==> src/rtl/wta_rank_logger.sv <==
`default_nettype none
//==============================================================================
// Module : wta_rank_logger
// Brief  : Winner-take-all arrival ranker for per-channel PWM falling edges.
//          Timestamps the first fall of each channel in a frame, assigns a
//          dense arrival rank (ties broken by lower channel index), keeps a
//          live K-winner mask and pushes {rank, channel, timestamp} records
//          in rank order into a show-ahead FIFO read through valid/ready.
// Rev    : 1.0  initial release
//==============================================================================
module wta_rank_logger #(
    parameter int N_CH       = 8,
    parameter int TS_W       = 12,
    parameter int FIFO_DEPTH = 8,
    parameter int T_MAX      = 4095
) (
    input  logic                          clk,
    input  logic                          rst,
    input  logic                          i_start,
    input  logic [N_CH-1:0]               i_fall,
    input  logic [2:0]                    i_k,
    input  logic                          i_rd_ready,
    output logic                          o_rd_valid,
    output logic [6+TS_W-1:0]             o_rd_data,
    output logic [$clog2(FIFO_DEPTH):0]   o_fifo_level,
    output logic [N_CH-1:0]               o_winner_mask,
    output logic [3:0]                    o_seen_count,
    output logic                          o_busy,
    output logic                          o_done,
    output logic                          o_timeout
);

    localparam int              c_CH_W  = 3;
    localparam int              c_REC_W = 2 * c_CH_W + TS_W;
    localparam int              c_AW    = $clog2(FIFO_DEPTH);
    localparam logic [TS_W-1:0] c_T_LAST = TS_W'(T_MAX - 1);

    typedef enum logic [1:0] {
        ST_IDLE  = 2'd0,
        ST_ARMED = 2'd1,
        ST_DRAIN = 2'd2,
        ST_DONE  = 2'd3
    } state_t;

    // ---------------------------------------------------------------------
    // Registered state
    // ---------------------------------------------------------------------
    state_t              r_state_q;
    logic [TS_W-1:0]     r_timer_q;
    logic [N_CH-1:0]     r_seen_q;
    logic [N_CH-1:0]     r_pending_q;
    logic [N_CH-1:0]     r_mask_q;
    logic [3:0]          r_count_q;
    logic [3:0]          r_next_rank_q;   // one extra bit so it can step past rank 7
    logic                r_timeout_q;
    logic [TS_W-1:0]     r_ts_q   [N_CH];
    logic [c_CH_W-1:0]   r_rank_q [N_CH];

    logic [c_REC_W-1:0]  r_mem_q  [FIFO_DEPTH];
    logic [c_AW:0]       r_wr_ptr_q;
    logic [c_AW:0]       r_rd_ptr_q;

    // ---------------------------------------------------------------------
    // Combinational signals
    // ---------------------------------------------------------------------
    logic                w_armed;
    logic                w_drain_en;
    logic                w_start_ok;
    logic [N_CH-1:0]     w_capture;
    logic [3:0]          w_new_rank [N_CH];
    logic [3:0]          w_count_d;
    logic [3:0]          w_k_plus1;
    logic [N_CH-1:0]     w_win;
    logic [N_CH-1:0]     w_match;
    logic [c_CH_W-1:0]   w_sel_ch;
    logic                w_has_match;
    logic [c_AW:0]       w_level;
    logic                w_full;
    logic                w_empty;
    logic                w_pop;
    logic                w_push;
    logic [c_REC_W-1:0]  w_rec;
    logic [N_CH-1:0]     w_seen_d;
    logic [N_CH-1:0]     w_pending_d;

    assign w_armed    = (r_state_q == ST_ARMED);
    assign w_drain_en = (r_state_q == ST_ARMED) || (r_state_q == ST_DRAIN);
    assign w_start_ok = i_start && ((r_state_q == ST_IDLE) || (r_state_q == ST_DONE));

    // Only the first fall of each channel counts, and only while armed.
    assign w_capture  = w_armed ? (i_fall & ~r_seen_q) : '0;
    assign w_k_plus1  = {1'b0, i_k} + 4'd1;

    // Dense ranks: running count of earlier captures this cycle on top of the frame count.
    always_comb begin
        w_count_d = r_count_q;
        w_win     = '0;
        for (int c = 0; c < N_CH; c++) begin
            w_new_rank[c] = w_count_d;
            w_win[c]      = w_capture[c] && (w_count_d < w_k_plus1);
            if (w_capture[c]) begin
                w_count_d = w_count_d + 4'd1;
            end
        end
    end

    // Find the pending channel whose rank is next to be logged (ranks are unique).
    always_comb begin
        w_match  = '0;
        w_sel_ch = '0;
        for (int c = 0; c < N_CH; c++) begin
            if (r_pending_q[c] && ({1'b0, r_rank_q[c]} == r_next_rank_q)) begin
                w_match[c] = 1'b1;
                w_sel_ch   = c_CH_W'(c);
            end
        end
    end

    assign w_has_match = w_drain_en && (|w_match);

    assign w_level = r_wr_ptr_q - r_rd_ptr_q;
    assign w_full  = (w_level == (c_AW + 1)'(FIFO_DEPTH));
    assign w_empty = (w_level == '0);
    assign w_pop   = !w_empty && i_rd_ready;
    // A full FIFO still accepts a push when the head leaves in the same cycle.
    assign w_push  = w_has_match && (!w_full || w_pop);
    assign w_rec   = {r_rank_q[w_sel_ch], w_sel_ch, r_ts_q[w_sel_ch]};

    assign w_seen_d    = r_seen_q | w_capture;
    assign w_pending_d = (r_pending_q & ~(w_push ? w_match : '0)) | w_capture;

    // Frame control FSM with timer, seen/pending sets, winner mask and drain pointer.
    always_ff @(posedge clk) begin
        if (rst) begin
            r_state_q     <= ST_IDLE;
            r_timer_q     <= '0;
            r_seen_q      <= '0;
            r_pending_q   <= '0;
            r_mask_q      <= '0;
            r_count_q     <= '0;
            r_next_rank_q <= '0;
            r_timeout_q   <= 1'b0;
        end else if (w_start_ok) begin
            r_state_q     <= ST_ARMED;
            r_timer_q     <= '0;
            r_seen_q      <= '0;
            r_pending_q   <= '0;
            r_mask_q      <= '0;
            r_count_q     <= '0;
            r_next_rank_q <= '0;
            r_timeout_q   <= 1'b0;
        end else begin
            case (r_state_q)
                ST_ARMED: begin
                    r_timer_q   <= r_timer_q + TS_W'(1);
                    r_seen_q    <= w_seen_d;
                    r_pending_q <= w_pending_d;
                    r_count_q   <= w_count_d;
                    r_mask_q    <= r_mask_q | w_win;
                    // A full set wins over a timeout landing in the same cycle.
                    if (&w_seen_d) begin
                        r_state_q <= ST_DRAIN;
                    end else if (r_timer_q == c_T_LAST) begin
                        r_state_q   <= ST_DRAIN;
                        r_timeout_q <= 1'b1;
                    end
                end
                ST_DRAIN: begin
                    r_pending_q <= w_pending_d;
                    if (r_pending_q == '0) begin
                        r_state_q <= ST_DONE;
                    end
                end
                default: begin
                end
            endcase
            if (w_push) begin
                r_next_rank_q <= r_next_rank_q + 4'd1;
            end
        end
    end

    // Per-channel timestamp and rank latched on the capturing cycle.
    always_ff @(posedge clk) begin
        if (rst) begin
            for (int c = 0; c < N_CH; c++) begin
                r_ts_q[c]   <= '0;
                r_rank_q[c] <= '0;
            end
        end else begin
            for (int c = 0; c < N_CH; c++) begin
                if (w_capture[c]) begin
                    r_ts_q[c]   <= r_timer_q;
                    r_rank_q[c] <= w_new_rank[c][c_CH_W-1:0];
                end
            end
        end
    end

    // FIFO pointers; reset empties the queue including unread records.
    always_ff @(posedge clk) begin
        if (rst) begin
            r_wr_ptr_q <= '0;
            r_rd_ptr_q <= '0;
        end else begin
            if (w_push) begin
                r_wr_ptr_q <= r_wr_ptr_q + (c_AW + 1)'(1);
            end
            if (w_pop) begin
                r_rd_ptr_q <= r_rd_ptr_q + (c_AW + 1)'(1);
            end
        end
    end

    // FIFO storage, written without reset so it can map to plain RAM.
    always_ff @(posedge clk) begin
        if (!rst && w_push) begin
            r_mem_q[r_wr_ptr_q[c_AW-1:0]] <= w_rec;
        end
    end

    assign o_rd_valid    = !w_empty;
    assign o_rd_data     = w_empty ? '0 : r_mem_q[r_rd_ptr_q[c_AW-1:0]];
    assign o_fifo_level  = w_level;
    assign o_winner_mask = r_mask_q;
    assign o_seen_count  = r_count_q;
    assign o_busy        = w_drain_en;
    assign o_done        = (r_state_q == ST_DONE);
    assign o_timeout     = r_timeout_q;

endmodule
`default_nettype wire

==> config.mk <==
export PLATFORM = sky130hd
export DESIGN_NAME = wta_rank_logger
export DESIGN_NICKNAME = d
export VERILOG_FILES = /design/src/rtl/wta_rank_logger.sv
export SDC_FILE = /design/constraint.sdc
export NUM_CORES = 1
export LEC_CHECK = 0
export BUFFER_PORTS_ARGS = -buffer_cell sky130_fd_sc_hd__buf_2
export CAP_MARGIN = 20
export CORE_MARGIN = 2
export CORE_UTILIZATION = 55
export DETAILED_ROUTE_END_ITERATION = 10
export PLACE_DENSITY = 0.81
export SLEW_MARGIN = 10
export SYNTH_ARGS = -nofsm -noshare
export SYNTH_HDL_FRONTEND = slang
export SYNTH_SLANG_ARGS = --single-unit
==> constraint.sdc <==
create_clock -name clk -period 4.8 [get_ports clk]
set_input_delay 0.48 -clock clk [delete_from_list [all_inputs] [get_ports clk]]
set_output_delay 0.48 -clock clk [all_outputs]
set_load 0.03 [all_outputs]
==> summary.txt, run 1 <==
Status - complete, but fails checks
Failing checks - setup timing
Routed wire per std cell - 20.31 um
Fin. max-slew vios - 0
CP Capture Type - flip-flop
Worst EP arrival - 5.24 ns
Final HPWL DP - 21450 um
Syn Nets - 1203
Commonest non-fill, non-tap cell in the layout - edfxtp_1
Synth-to-Final Area Change - 15.90%
Largest net degree at the start of global routing - 69
Die area - 29030 um2
Grt total ovfl - 0
Final period utilization - 1.005
Core area - 27100 um2
Worst slack, placed - -0.2340 ns
Antenna Nets Post-Route - 0
CTS sink count - 322
Die Height - 170.4 um
Layout cells sized above 1 - 0.2269
Fmax - 0.2073 GHz
Vias in the first global route - 9712
Vias - 9445
CTS Buf Count - 34
CTS root buf - clkbuf_16
Row count - 60
MaxCap Viol Count - 0
# IOs - 53
H-tree depth - 2
P per Cell Area - 542.3 nW/um2
Ys Warns - 0
Skew final - 0.02206 ns
Max-slew headroom - 0.2891
Lkg Pwr - 6.658 nW
Gr usage total - 0.2376
Hold depth - 3
Netlist Area Pre-Place - 15220 um2
Final count of negative-setup-slack endpoints - 1
DRT iter0 DRCs - 834
First-pass DRT Iterations - 6
Post-Syn Instances - 1141
Prevailing post-synth register cell - edfxtp_1
Worst-margin pin slew - 1.059 ns
Most frequent cells in the layout - edfxtp_1 (264), nor2_1 (173), mux2i_1 (112)
Max FO, Critical Path - 2
Hold buffer count at cts - 0
Hold/Removal Path Class - in -> reg
Clock transition at path regs - 0.06 ns
Crit path kind - reg -> reg
Average size of a mapped cell - 13.34 um2
Ys async rst share - 0
Clk_lat worst skew - 0.53 ns
Final wirelength - 33510 um
Vias/cell - 5.724
Ant diodes - 0
CTS tree - built
Initial antenna violation count - 0
Clock buffer depth - 3
Final hold vios - 0
Global-route wire length before repair - 52780 um
Final worst-path setup slack - -0.02323 ns
RSZ-0062 raised after global routing - yes
PortBufs - 52
Reg2Reg Depth - 27
Total Power - 9.569 mW
FF+latch count, synth - 322
Req. time, crit path - 5.22 ns
Worst vdd ir - 529.5 uV
Final Critical Period - 4.823 ns
Drt drc - 0
Seq/Total Area, Yosys - 0.5970
Die width - 170.4 um
Net count, final - 1314
Distinct cell type count after synthesis - 64
EDFF count, synth - 264
Crit path launch type - flip-flop
Placer Congestion - 0.8978
Starting Density - 0.5618
## registers in the layout (all words and copies together) (netlist names), named ones only
register	cells
r_wr_ptr_q	4
r_seen_q	8
r_mem_q	144
r_rd_ptr_q	4
r_ts_q	96
o_seen_count	4
r_next_rank_q	4
o_winner_mask	8
r_state_q	2
r_timer_q	12
o_timeout	1
r_pending_q	8
r_rank_q	24
## synthesized netlist by cell type (all sizes together) (16+ instances only)
library cell	n	area share
a21oi	33	0.011
buf	28	0.0099
clkbuf	31	0.0077
dfxtp	58	0.076
edfxtp	264	0.52
ha	46	0.038
inv	47	0.012
mux2	16	0.012
mux2i	112	0.074
mux4	36	0.053
nand2	39	0.0096
nand2b	24	0.0099
nor2	178	0.044
nor3	19	0.0062
o21ai	19	0.0065
xnor2	39	0.026
xor2	30	0.019
## repair_timing
item / in CTS / in global routing
setup buffers: 13 / 10
setup endpoints to repair: 4 / 4
pin swaps: 17 / 20
resized for setup: 20 / 11
## per-stage QoR
| step | cells | TNS (ns) | area, um2 | utilization | hold slack, ns |
|---|---|---|---|---|---|
| after detailed placement | 1568 | -0.5591 | 16250 | 0.5995 | 0.4502 |
| final | 1650 | -0.02323 | 17650 | 0.6511 | 0.2250 |
| after global routing | 1650 | -0.4706 | 17650 | 0.6511 | 0.2454 |
| after floorplan | 1141 | -0.1443 | 15270 | - | 0.4672 |
| after global placement | 1568 | -0.04661 | 16250 | 0.5995 | 0.4317 |
| after CTS | 1643 | -0.03106 | 17540 | 0.6470 | 0.2204 |
## per-layer routing
metal	track usage	vias to the layer above	routed length, um	share of wire
met5	0	-	0	0
met4	0.06615	0	691	0.021
met3	0.04256	60	2200	0.066
met2	0.4037	337	16510	0.49
met1	0.3158	4672	14100	0.42
li1	-	4376	-	-
## path summary, 6_finish.rpt
kind | slack (ns) | start | to
worst max-delay path | -0.02 | o_seen_count[0] | o_winner_mask[7]
worst max register to register | -0.02 | o_seen_count[0] | o_winner_mask[7]
worst min-delay path | 0.22 | i_fall[6] | r_seen_q[6]
worst min register to register | 0.46 | o_winner_mask[7] | o_winner_mask[7]
## critical path, stage by stage (launching register included)
cell and delay (ns):
dfxtp_2 0.33, ha_4 0.23, nand4b_1 0.12, a21boi_4 0.20, inv_2 0.06, ha_4 0.21
o21a_1 0.19, ha_1 0.28, nand4b_1 0.13, a21boi_4 0.21, inv_2 0.07, ha_4 0.28
nor2_4 0.04, nor2_2 0.14, ha_1 0.25, nand2_2 0.08, o21a_1 0.15, inv_2 0.06
ha_4 0.27, nor2_4 0.04, a21oi_4 0.18, ha_4 0.23, a22oi_2 0.22, inv_2 0.07
ha_1 0.27, o21ai_1 0.08, a21oi_1 0.09, o41ai_1 0.25
## power breakdown
group          internal, mW  total [mW]  switching, mW
sequential             3.35        3.51          0.160
combinational          1.46        3.54           2.07
clock                  1.42        2.52           1.10
total                  6.24        9.57           3.33
## cell families after synthesis
group	after synthesis	synth area share
and+or+nand+nor	332	0.1045
DFF	322	0.5970
muxes	164	0.1387
buffers and inverters	107	0.02959
AOI/OAI and AO/OA	95	0.03879
xor gates and xnor gates	74	0.05227
adders and majority gates	47	0.03912
## cell type report
| cell class | instances | area [um2] |
|---|---|---|
| clock inverters | 24 | 182.7 |
| well taps | 372 | 465.4 |
| clock buffers | 38 | 897.1 |
| multi-input cells | 712 | 5919 |
| fillers | 1903 | 9455 |
| repair buffers | 134 | 903.4 |
| inverters | 48 | 182.7 |
| flip-flops and latches | 322 | 9095 |
No activity file was read; power rests on OpenSTA's default activity.
==> run 2, diff against run 1 <==
- GPL_ROUTABILITY_DRIVEN: default -> 0
- PLACE_DENSITY: 0.81 -> 0.75
==> summary.txt, run 2 (same netlist as run 1, synthesis figures left out) <==
CP Capture Type - flip-flop (unchanged)
Placed inst area - 16280 um2 (was 16250 um2)
Final worst-path setup slack - -0.04826 ns (was -0.02323 ns)
Failing checks - setup timing (unchanged)
# IOs - 53 (unchanged)
Starting Density - 0.5618 (unchanged)
Total Power - 9.613 mW (was 9.569 mW)
Crit path launch type - flip-flop (unchanged)
CP dominant cell by count - ha_4 (unchanged)
CTS Buf Count - 34 (unchanged)
CP max stage cell - dfxtp_2 (unchanged)
Vias - 9398 (was 9445)
Initial antenna violation count - 1 (was 0)
CTS sink count - 322 (unchanged)
Largest net degree at the start of global routing - 69 (unchanged)
Register Area - 9095 um2 (unchanged)
Final instance area - 17720 um2 (was 17650 um2)
Hold buffer count at cts - 0 (unchanged)
MaxCap Viol Count - 0 (unchanged)
Reg2reg end - o_seen_count[1] (was o_winner_mask[7])
Total negative slack - -0.07031 ns (was -0.02323 ns)
Die width - 170.4 um (unchanged)
Req. time, crit path - 5.21 ns (was 5.22 ns)
Hold depth - 3 (unchanged)
Commonest non-fill, non-tap cell in the layout - edfxtp_1 (unchanged)
DRT iter0 DRCs - 704 (was 834)
Worst EP arrival - 5.26 ns (was 5.24 ns)
Skew final - 0.01326 ns (was 0.02206 ns)
Clock buffer depth - 3 (unchanged)
R2r setup slk - -0.05 ns (was -0.02 ns)
Row count - 60 (unchanged)
Fin. max-slew vios - 0 (unchanged)
Area of the multi-input gates - 5937 um2 (was 5919 um2)
Synth-to-Final Area Change - 16.41% (was 15.90%)
H-tree depth - 2 (unchanged)
Net count, final - 1322 (was 1314)
PortBufs - 52 (unchanged)
Lkg Pwr - 6.700 nW (was 6.658 nW)
Die area - 29030 um2 (unchanged)
P per Cell Area - 542.4 nW/um2 (was 542.3 nW/um2)
Fmax - 0.2063 GHz (was 0.2073 GHz)
Gr usage total - 0.2286 (was 0.2376)
Hold/Removal Path Class - in -> reg (unchanged)
Hold path endpoint - r_seen_q[6] (unchanged)
Vias/cell - 5.668 (was 5.724)
Min-delay src - i_fall[6] (unchanged)
Vias in the first global route - 9444 (was 9712)
Core area - 27100 um2 (unchanged)
Max-slew headroom - 0.2755 (was 0.2891)
Worst vdd ir - 340.2 uV (was 529.5 uV)
Status - complete, but fails checks (unchanged)
Drt drc - 0 (unchanged)
Final wirelength - 32680 um (was 33510 um)
Peak per-stage delay on the critical path - 0.34 ns (was 0.33 ns)
Routed wire per std cell - 19.71 um (was 20.31 um)
Final HPWL DP - 21000 um (was 21450 um)
Util after Layout - 0.6540 (was 0.6511)
Reg2Reg Depth - 29 (was 27)
Most frequent cells in the layout - edfxtp_1 (264), nor2_1 (167), mux2i_1 (112) (was edfxtp_1 (264), nor2_1 (173), mux2i_1 (112))
Die Height - 170.4 um (unchanged)
Clock transition at path regs - 0.06 ns (about the same)
Antenna Nets Post-Route - 0 (unchanged)
Largest register FFs - 144 (unchanged)
Final Critical Period - 4.848 ns (was 4.823 ns)
Layout cells sized above 1 - 0.2374 (was 0.2269)
RSZ-0062 raised after global routing - yes (unchanged)
Max FO, Critical Path - 2 (unchanged)
Worst-margin pin slew - 1.079 ns (was 1.059 ns)
CP startpoint - o_seen_count[1] (was o_seen_count[0])
Final hold vios - 0 (unchanged)
FF-to-FF Start - o_seen_count[1] (was o_seen_count[0])
CTS root buf - clkbuf_16 (unchanged)
CTS tree - built (unchanged)
Global-route wire length before repair - 50920 um (was 52780 um)
Clk_lat worst skew - 0.53 ns (about the same)
Crit path kind - reg -> reg (unchanged)
Final period utilization - 1.010 (was 1.005)
Fillcell total - 1940 (was 1903)
First-pass DRT Iterations - 7 (was 6)
Final count of negative-setup-slack endpoints - 2 (was 1)
Grt total ovfl - 0 (unchanged)
run 2: changes by cell type in the layout (fill, tap and decap cells not counted), moves of 2 or more:
cell / delta
buf_4: +10
nor2_2: +7
nor2_1: -6
clkbuf_1: +4
buf_6: -3
clkinvlp_4: -3
a21oi_2: +2
clkinv_1: -2
clkinv_2: +2
o21ai_1: -2
o21ai_2: +2
run 2: worst max-delay path by stage:
stage	end	slack [ns]
after CTS	o_winner_mask[7]	-0.06
after detailed placement	o_winner_mask[7]	-0.19
after global routing	o_seen_count[1]	-0.22
final	o_seen_count[1]	-0.05
after floorplan	o_winner_mask[7]	-0.14
after global placement	o_winner_mask[7]	-0.02
run 2: layout make-up:
class / count / area share
Clock inverter: 21 / 0.01144
Sequential cell: 322 / 0.5132
Antenna cell: 1 / 0.0001412
Timing Repair Buffer: 142 / 0.05443
Clock buffer: 40 / 0.04928
Multi-Input combinational cell: 712 / 0.3350
Inverter: 48 / 0.01031
Tap cell: 372 / 0.02626
run 2: critical path, delay by kind of cell, from the launching register on:
kind / cells / cell delay, ns
buffers and inverters: 8 / 0.88
AOI/OAI and AO/OA: 7 / 1.20
DFF: 1 / 0.34
and+or+nand+nor: 7 / 0.58
adders and majority gates: 7 / 1.72
run 2: power breakdown:
part | switching, mW | total (mW) | internal, mW
logic | 2.07 | 3.57 | 1.50
clock network | 1.08 | 2.52 | 1.43
registers | 0.173 | 3.52 | 3.35
total | 3.33 | 9.61 | 6.28
run 2: stage by stage:
| step | setup WS [ns] | hold slack (ns) | std cells |
|---|---|---|---|
| detailed placement | -0.1899 | 0.4650 | 1569 |
| global placement | -0.01517 | 0.4434 | 1569 |
| finish | -0.04826 | 0.2432 | 1658 |
| floorplan | -0.1443 | 0.4672 | 1141 |
| global route | -0.2170 | 0.2591 | 1657 |
| CTS | -0.06472 | 0.2384 | 1654 |
run 2: routing by layer:
metal,vias up,track usage,share of wire
met5,-,0,0
met4,0,0.06949,0.023
met1,4678,0.3058,0.44
met3,61,0.03651,0.052
li1,4391,-,-
met2,268,0.3869,0.49
run 2: repair_timing:
item                                    in CTS  in global routing
endpoints found under the setup margin       4                  4
pin swaps                                   24                 22
resized for setup                           15                 14
setup buffers                               24                  5
==> run 3, diff against run 2 <==
- BUFFER_PORTS_ARGS: -buffer_cell sky130_fd_sc_hd__buf_2 -> -buffer_cell sky130_fd_sc_hd__clkbuf_2
==> summary.txt, run 3 (same netlist as run 1, synthesis figures left out) <==
Status - complete, but fails checks (unchanged)
Failing checks - setup timing (unchanged)
Drt drc - 0 (unchanged)
Synth-to-Final Area Change - 16.92% (was 16.41%)
Largest register FFs - 144 (unchanged)
Total negative slack - -0.08141 ns (was -0.07031 ns)
CTS sink count - 322 (unchanged)
CP startpoint - r_state_q[1] (was o_seen_count[1])
R2r setup slk - -0.05 ns (about the same)
Clock buffer depth - 3 (unchanged)
Share of power burned in registers - 0.363 (was 0.367)
Vias - 9405 (was 9398)
Core area - 27100 um2 (unchanged)
Placed inst area - 16290 um2 (was 16280 um2)
Setup crit end - o_seen_count[3] (was o_seen_count[1])
Starting Density - 0.5618 (unchanged)
Lkg Pwr - 6.732 nW (was 6.700 nW)
First-pass DRT Iterations - 5 (was 7)
Hold/Removal Path Class - in -> reg (unchanged)
Clk_lat worst skew - 0.52 ns (was 0.53 ns)
Commonest non-fill, non-tap cell in the layout - edfxtp_1 (unchanged)
Crit path kind - reg -> reg (unchanged)
Grt total ovfl - 0 (unchanged)
Worst slack, placed - -0.1439 ns (was -0.1899 ns)
Net count, final - 1328 (was 1322)
Reg2Reg Depth - 28 (was 29)
Final worst-path setup slack - -0.04769 ns (was -0.04826 ns)
DRT iter0 DRCs - 792 (was 704)
Fillcell total - 1882 (was 1940)
Skew final - 0.01701 ns (was 0.01326 ns)
Internal power - 6.446 mW (was 6.283 mW)
Logic pwr share - 0.376 (was 0.372)
Die Height - 170.4 um (unchanged)
Most frequent cells in the layout - edfxtp_1 (264), nor2_1 (169), mux2i_1 (112) (was edfxtp_1 (264), nor2_1 (167), mux2i_1 (112))
NetSw - 3.305 mW (was 3.330 mW)
Vias/cell - 5.659 (was 5.668)
Fmax - 0.2063 GHz (about the same)
Max-slew headroom - 0.2635 (was 0.2755)
Global-route wire length before repair - 51900 um (was 50920 um)
Final count of negative-setup-slack endpoints - 2 (unchanged)
CP max stage cell - dfxtp_2 (unchanged)
CTS root buf - clkbuf_16 (unchanged)
PortBufs - 52 (unchanged)
Row count - 60 (unchanged)
Ant diodes - 0 (was 1)
Switching Fraction - 0.3389 (was 0.3464)
Clock transition at path regs - 0.06 ns (about the same)
Final HPWL DP - 21230 um (was 21000 um)
Worst-margin pin slew - 1.105 ns (was 1.079 ns)
Die area - 29030 um2 (unchanged)
Largest net degree at the start of global routing - 63 (was 69)
P per Cell Area - 547.8 nW/um2 (was 542.4 nW/um2)
Peak per-stage delay on the critical path - 0.34 ns (about the same)
Routed wire per std cell - 19.98 um (was 19.71 um)
CTS tree - built (unchanged)
Worst EP arrival - 5.24 ns (was 5.26 ns)
Final wirelength - 33210 um (was 32680 um)
Final hold vios - 0 (unchanged)
Max FO, Critical Path - 3 (was 2)
Initial antenna violation count - 0 (was 1)
Hold buffer count at cts - 0 (unchanged)
Req. time, crit path - 5.20 ns (was 5.21 ns)
CP Capture Type - flip-flop (unchanged)
Reg2reg end - o_seen_count[3] (was o_seen_count[1])
MaxCap Viol Count - 0 (unchanged)
Worst vdd ir - 337.9 uV (was 340.2 uV)
FF-to-FF Start - r_state_q[1] (was o_seen_count[1])
Gr usage total - 0.2333 (was 0.2286)
Final Critical Period - 4.848 ns (about the same)
Final period utilization - 1.010 (about the same)
Clock network fraction of total power - 0.261 (was 0.262)
CTS Buf Count - 34 (unchanged)
Die width - 170.4 um (unchanged)
Layout cells sized above 1 - 0.2372 (was 0.2374)
# IOs - 53 (unchanged)
Fin. max-slew vios - 0 (unchanged)
Antenna Nets Post-Route - 0 (unchanged)
Vias in the first global route - 9484 (was 9444)
Final instance area - 17800 um2 (was 17720 um2)
H-tree depth - 2 (unchanged)
RSZ-0062 raised after global routing - yes (unchanged)
Crit path launch type - flip-flop (unchanged)
==> run 3: power by group through the flow <==
stage	registers, mW	logic (mW)	clock network [mW]
5_1_grt	3.56	3.94	2.70
4_1_cts	3.54	3.40	2.59
6_report	3.54	3.67	2.54
3_5_place_dp	3.59	3.13	0
3_3_place_gp	3.58	3.07	0
2_1_floorplan	3.51	2.16	0
==> run 3: routing by layer <==
metal | wire length (um) | vias to the layer above | GRT usage | share of wire
li1 | - | 4413 | - | -
met1 | 14180 | 4651 | 0.3092 | 0.43
met2 | 16620 | 277 | 0.4024 | 0.50
met3 | 1680 | 64 | 0.03233 | 0.051
met4 | 730 | 0 | 0.06949 | 0.022
met5 | 0 | - | 0 | 0
==> run 3: per-stage QoR <==
step / util / hold slack (ns) / power, mW / cells
after floorplan: - / 0.4672 / 5.675 / 1141
after global placement: 0.6011 / 0.4444 / 6.651 / 1570
after detailed placement: 0.6011 / 0.4608 / 6.721 / 1570
after CTS: 0.6510 / 0.2449 / 9.531 / 1658
after global routing: 0.6568 / 0.2803 / 10.20 / 1662
final: 0.6568 / 0.2579 / 9.751 / 1662
==> run 3: repair_timing <==
| item | in CTS | in global routing |
|---|---|---|
| gates resized for setup | 11 | 25 |
| pin swaps | 12 | 25 |
| endpoints found under the setup margin | 4 | 5 |
| buffers inserted | 28 | 11 |
==> run 3: critical path: cells and delay by family, from the launching register on <==
| kind | cells | cell delay (ns) |
|---|---|---|
| buffers and inverters | 6 | 0.47 |
| AND/OR/NAND/NOR | 7 | 0.65 |
| flip-flops | 1 | 0.34 |
| multiplexers | 1 | 0.31 |
| adder cells (fa/ha/maj) | 7 | 1.78 |
| AO/OA/AOI/OAI | 7 | 1.18 |
==> run 3: cell type report <==
type / instances / area, um2 / share of cell area
multi-input cells: 712 / 5938 / 0.3336
inverters: 48 / 182.7 / 0.01026
repair buffers: 148 / 1036 / 0.05820
clock buffers: 49 / 937.1 / 0.05265
clock inverters: 11 / 146.4 / 0.008224
flip-flops and latches: 322 / 9095 / 0.5109
well taps: 372 / 465.4 / 0.02615
==> run 3: worst min-delay path by stage <==
| stage | from | to | slack (ns) | cells after the start |
|---|---|---|---|---|
| 6_report | i_fall[6] | r_seen_q[6] | 0.26 | 3 |
| 4_1_cts | i_fall[6] | r_seen_q[6] | 0.24 | 3 |
| 2_1_floorplan | r_timer_q[6] | r_timer_q[6] | 0.47 | 2 |
| 5_1_grt | i_fall[6] | r_seen_q[6] | 0.28 | 3 |
| 3_5_place_dp | o_winner_mask[1] | o_winner_mask[1] | 0.46 | 2 |
| 3_3_place_gp | o_winner_mask[7] | o_winner_mask[7] | 0.44 | 2 |
